<file path="src/rtl/rom_serial_streamer.sv">
// Fetches ROM words at a wrapping auto-incrementing address on each tick and streams
// them out serially with a valid strobe; extra ticks are queued once, further ones flagged.
module rom_serial_streamer #(
  parameter int DATA_W    = 32,
  parameter int ADDR_W    = 8,
  parameter int DEPTH     = 256,
  parameter int ROM_LAT   = 1,
  parameter int MSB_FIRST = 1
) (
  input  logic              clk,
  input  logic              RST_n,
  input  logic              tick,
  input  logic              clr_overrun,
  input  logic [DATA_W-1:0] Data_bus,
  output logic [ADDR_W-1:0] rom_addr,
  output logic              rom_en,
  output logic              load,
  output logic [DATA_W-1:0] pdata,
  output logic              SO,
  output logic              so_valid,
  output logic              word_done,
  output logic              busy,
  output logic              overrun
);

  localparam int CNT_W  = $clog2(DATA_W + 1);
  localparam int LAT_W  = $clog2(ROM_LAT + 1);
  localparam int SO_IDX = (MSB_FIRST != 0) ? DATA_W - 1 : 0;

  typedef enum logic [1:0] {IDLE, FETCH, LOAD, SHIFT} state_t;

  state_t            state, state_nxt;
  logic [DATA_W-1:0] shreg;
  logic [CNT_W-1:0]  bit_cnt;
  logic [LAT_W-1:0]  lat_cnt;
  logic              pending;
  logic              last_bit;
  logic              fetch_done;

  assign last_bit   = (state == SHIFT) && (bit_cnt == CNT_W'(DATA_W - 1));
  assign fetch_done = (state == FETCH) && (lat_cnt == LAT_W'(ROM_LAT - 1));

  // NOTE: sequential state uses non-blocking assignments so every flop samples pre-edge values.
  always_ff @(posedge clk or negedge RST_n) begin
    if (!RST_n) state <= IDLE;
    else        state <= state_nxt;
  end

  // NOTE: defaulting state_nxt first keeps every path assigned, so no latch is inferred.
  always_comb begin
    state_nxt = state;
    unique case (state)
      IDLE:  if (tick) state_nxt = FETCH;
      FETCH: if (fetch_done) state_nxt = LOAD;
      LOAD:  state_nxt = SHIFT;
      SHIFT: if (last_bit) state_nxt = (pending || tick) ? FETCH : IDLE;
      default: state_nxt = IDLE;
    endcase
  end

  // All outputs decode registered state only, so no input reaches an output combinationally.
  always_comb begin
    rom_en    = (state == FETCH);
    load      = (state == LOAD);
    so_valid  = (state == SHIFT);
    busy      = (state != IDLE);
    word_done = last_bit;
    SO        = (state == SHIFT) && shreg[SO_IDX];
  end

  always_ff @(posedge clk or negedge RST_n) begin
    if (!RST_n) begin
      rom_addr <= '0;
      pdata    <= '0;
      shreg    <= '0;
      bit_cnt  <= '0;
      lat_cnt  <= '0;
      pending  <= 1'b0;
      overrun  <= 1'b0;
    end else begin
      lat_cnt <= (state == FETCH) ? lat_cnt + LAT_W'(1) : '0;

      if (state == LOAD) begin
        shreg   <= Data_bus;
        pdata   <= Data_bus;
        bit_cnt <= '0;
      end else if (state == SHIFT) begin
        shreg   <= (MSB_FIRST != 0) ? (shreg << 1) : (shreg >> 1);
        bit_cnt <= bit_cnt + CNT_W'(1);
      end

      if (last_bit)
        rom_addr <= (rom_addr == ADDR_W'(DEPTH - 1)) ? '0 : rom_addr + ADDR_W'(1);

      // The last bit consumes a queued request; a tick in that same cycle re-queues one.
      if (last_bit)
        pending <= pending & tick;
      else if (tick && state != IDLE)
        pending <= 1'b1;

      if (clr_overrun)
        overrun <= 1'b0;
      else if (tick && pending && !last_bit)
        overrun <= 1'b1;
    end
  end

endmodule

</file>
<file path="config.mk">
export PLATFORM = sky130hd
export DESIGN_NAME = rom_serial_streamer
export DESIGN_NICKNAME = d
export VERILOG_FILES = /design/src/rtl/rom_serial_streamer.sv
export SDC_FILE = /design/constraint.sdc
export NUM_CORES = 1
export LEC_CHECK = 0
export CAP_MARGIN = 15
export CORE_MARGIN = 3
export CORE_UTILIZATION = 29
export DETAILED_ROUTE_END_ITERATION = 8
export HOLD_SLACK_MARGIN = 0.15
export PLACE_DENSITY = 0.48
export REMOVE_ABC_BUFFERS = 1
export SLEW_MARGIN = 20
export SYNTH_ARGS = -nofsm -noshare
export SYNTH_HDL_FRONTEND = slang
export SYNTH_SLANG_ARGS = --single-unit
</file>
<file path="constraint.sdc">
create_clock -name clk -period 2.3 [get_ports clk]
set_input_delay 0.46 -clock clk [delete_from_list [all_inputs] [get_ports clk]]
set_output_delay 0.46 -clock clk [all_outputs]
set_load 0.02 [all_outputs]
</file>
==> metrics.cfg <==
[outcome]
status=completed

[sta]
holdWs_ns=0.430
finalSetupViolCount=0
slew_viol_final=0
post-route-period-util=0.968
finalClockSkew_ns=0.00538
max_freq_mhz=449
slew_headroom=0.748
tns_ns=0
hold_viol=0
worst_pin_slew_ns=0.377
rsz0062_at_grt=false
period_needed_ns=2.23

[global_routing]
grt.total_usage=0.119
gr-total-overflow=0
grt_pass1_wl_um=12700
grt_pass1_vias=2632
grt_max_degree=102
antenna_found_initial=0

[critical_path]
endpoint_kind=primary output
critPathKind=reg -> out
path_max_fanout=20
required_ns=1.84
reg2reg_depth=6
arrival_ns=1.77
r2r-start=state[1]
endpoint=so_valid
startpoint=state[1]
r2r-end=bit_cnt[5]
reg2reg_slack_ns=0.34
worstSetupStartpointType=flip-flop

[drt]
ant_nets=0
routedWlPerCell_um=13.2
drt-initial-drc-count=128
routed_wl_um=7520
num_vias=2611
drc=0
avgViaCountPerCell=4.58
drtPass1Iterations=4

[flow_run]
cap_violations=0

[clocking]
worstSkewPairLatency_ns=0.33
cts_root_buf=clkbuf_16
cts_tree=built
cts.reportedPaths.clkPinSlew_ns=0.06
htreeDepth=3
numCtsBuffers=9
clock_path_buffers=2
clock-sinks=83

[logic_synthesis]
synth_area_per_cell_um2=10.5
yosysSeqAreaShare=0.588
ys_warn_count=0
ys_types=37
synth_ff_type=dfrtp_1
syn_inst=336
synth-edff-count=0
async_flop_share=1.00
ys_seq_elements=83
synth_area_um2=3530

[die]
die-area_um2=13500
core_um2=11700
die_w_um=116
pin_count=83
start_util=0.303
rows=39
die_h_um=116

[hold_path]
hold_path_startpoint=lat_cnt
hold_class=reg -> reg
whs_path_depth=1

[power_and_ir_drop]
power_density_nw_per_um2=1340
leakagePower_nw=2.18
max-vdd-ir-drop_v=0.000930

[final_layout]
drive_gt1_frac=0.0773
antenna_cells=0
syn_to_final_growth_pct=37.4
fin_nets=466

[place]
dp_hpwl_um=5010
numPortBuffers=82
place_congestion=0.737

-- sequential cells by signal (all words and copies together), names as in the netlist --
register,flops
state,2
pdata,32
pending,1
overrun,1
rom_addr,8
shreg,32
lat_cnt,1
bit_cnt,6
-- kinds of logic after synthesis --
family | Yosys count | share of synthesized area
AO/OA/AOI/OAI | 82 | 0.126
buffers and inverters | 55 | 0.0619
flip-flops | 83 | 0.588
multiplexers | 33 | 0.0938
XOR/XNOR | 7 | 0.0173
AND/OR/NAND/NOR | 69 | 0.0885
adder cells (fa/ha/maj) | 7 | 0.0248
-- critical path: stages, from the launching register on --
cell             delay (ns)
dfrtp_1                0.36
ha_2                   0.21
buf_8                  0.21
clkdlybuf4s50_1        0.65
-- cell usage after synthesis, types with 3 or more instances --
library cell | n | share of area
a21o_1 | 3 | 0.0064
a21oi_1 | 4 | 0.0057
buf_2 | 4 | 0.0057
clkbuf_1 | 11 | 0.012
dfrtp_1 | 83 | 0.59
ha_1 | 7 | 0.025
inv_1 | 38 | 0.040
mux2i_1 | 32 | 0.091
nand2_1 | 42 | 0.045
nand4_1 | 3 | 0.0053
nor2_1 | 8 | 0.0085
o21ai_0 | 66 | 0.093
xor2_1 | 5 | 0.012
-- power by group --
group          switching [mW]  leakage, nW  total [mW]  internal (mW)
combinational            1.46         1.00        2.71           1.25
sequential              0.315         1.04        2.40           2.08
clock                   0.570        0.141        1.40          0.827
-- metal layers --
layer  share of wire  GRT usage  wire length (um)  vias up
li1                -          -                 -     1299
met1            0.47      0.155              3550     1238
met2            0.45      0.183              3380       65
met3           0.059     0.0306               440        9
met4           0.020     0.0580               147        0
met5               0          0                 0        -
-- what timing repair did --
item                                    CTS  global route
pin swaps                                 0             1
hold buffers                              1             0
buffers inserted                          0             1
endpoints found under the setup margin    4             3
endpoints found under the hold margin    17             0
resized for setup                         7             4
-- worst min-delay path by stage --
| stage | slack [ns] | endpoint |
|---|---|---|
| after global placement | 0.36 | pdata[27] |
| after detailed placement | 0.36 | pdata[27] |
| after floorplan | 0.16 | bit_cnt[0] |
| after global routing | 0.45 | lat_cnt |
| final | 0.43 | lat_cnt |
| after CTS | 0.43 | lat_cnt |
-- stage by stage --
stage	area [um^2]	util	power (mW)	worst slack, ns	std cells
after floorplan	3460	-	4.04	-0.894	320
after global placement	4550	0.390	5.14	0.0652	553
after detailed placement	4550	0.390	5.18	0.0484	553
after CTS	4850	0.416	6.63	0.0168	569
after global routing	4860	0.416	7.03	0.0141	570
final	4860	0.416	6.50	0.0742	570
-- cells in the final DEF, fill, tap and decap left out, types with 3 or more instances in the layout --
| cell | n |
|---|---|
| inv_1 | 38 |
| mux2i_1 | 32 |
| clkinv_2 | 4 |
| nand4_1 | 3 |
| xor2_1 | 5 |
| clkbuf_16 | 9 |
| o21ai_0 | 66 |
| buf_4 | 7 |
| a21o_1 | 3 |
| ha_1 | 4 |
| nor2_1 | 8 |
| ha_2 | 3 |
| nand2_1 | 42 |
| dfrtp_1 | 83 |
| clkdlybuf4s50_1 | 76 |
| a21oi_1 | 4 |
-- layout make-up --
cell class              count  area, um^2
clock inverters             6        57.6
flip-flops and latches     83        2080
well taps                 143         179
repair buffers             92         926
inverters                  39         146
clock buffers               9         225
fillers                  1165        6810
multi-input cells         198        1250
Power figures use the tool's default switching activity.
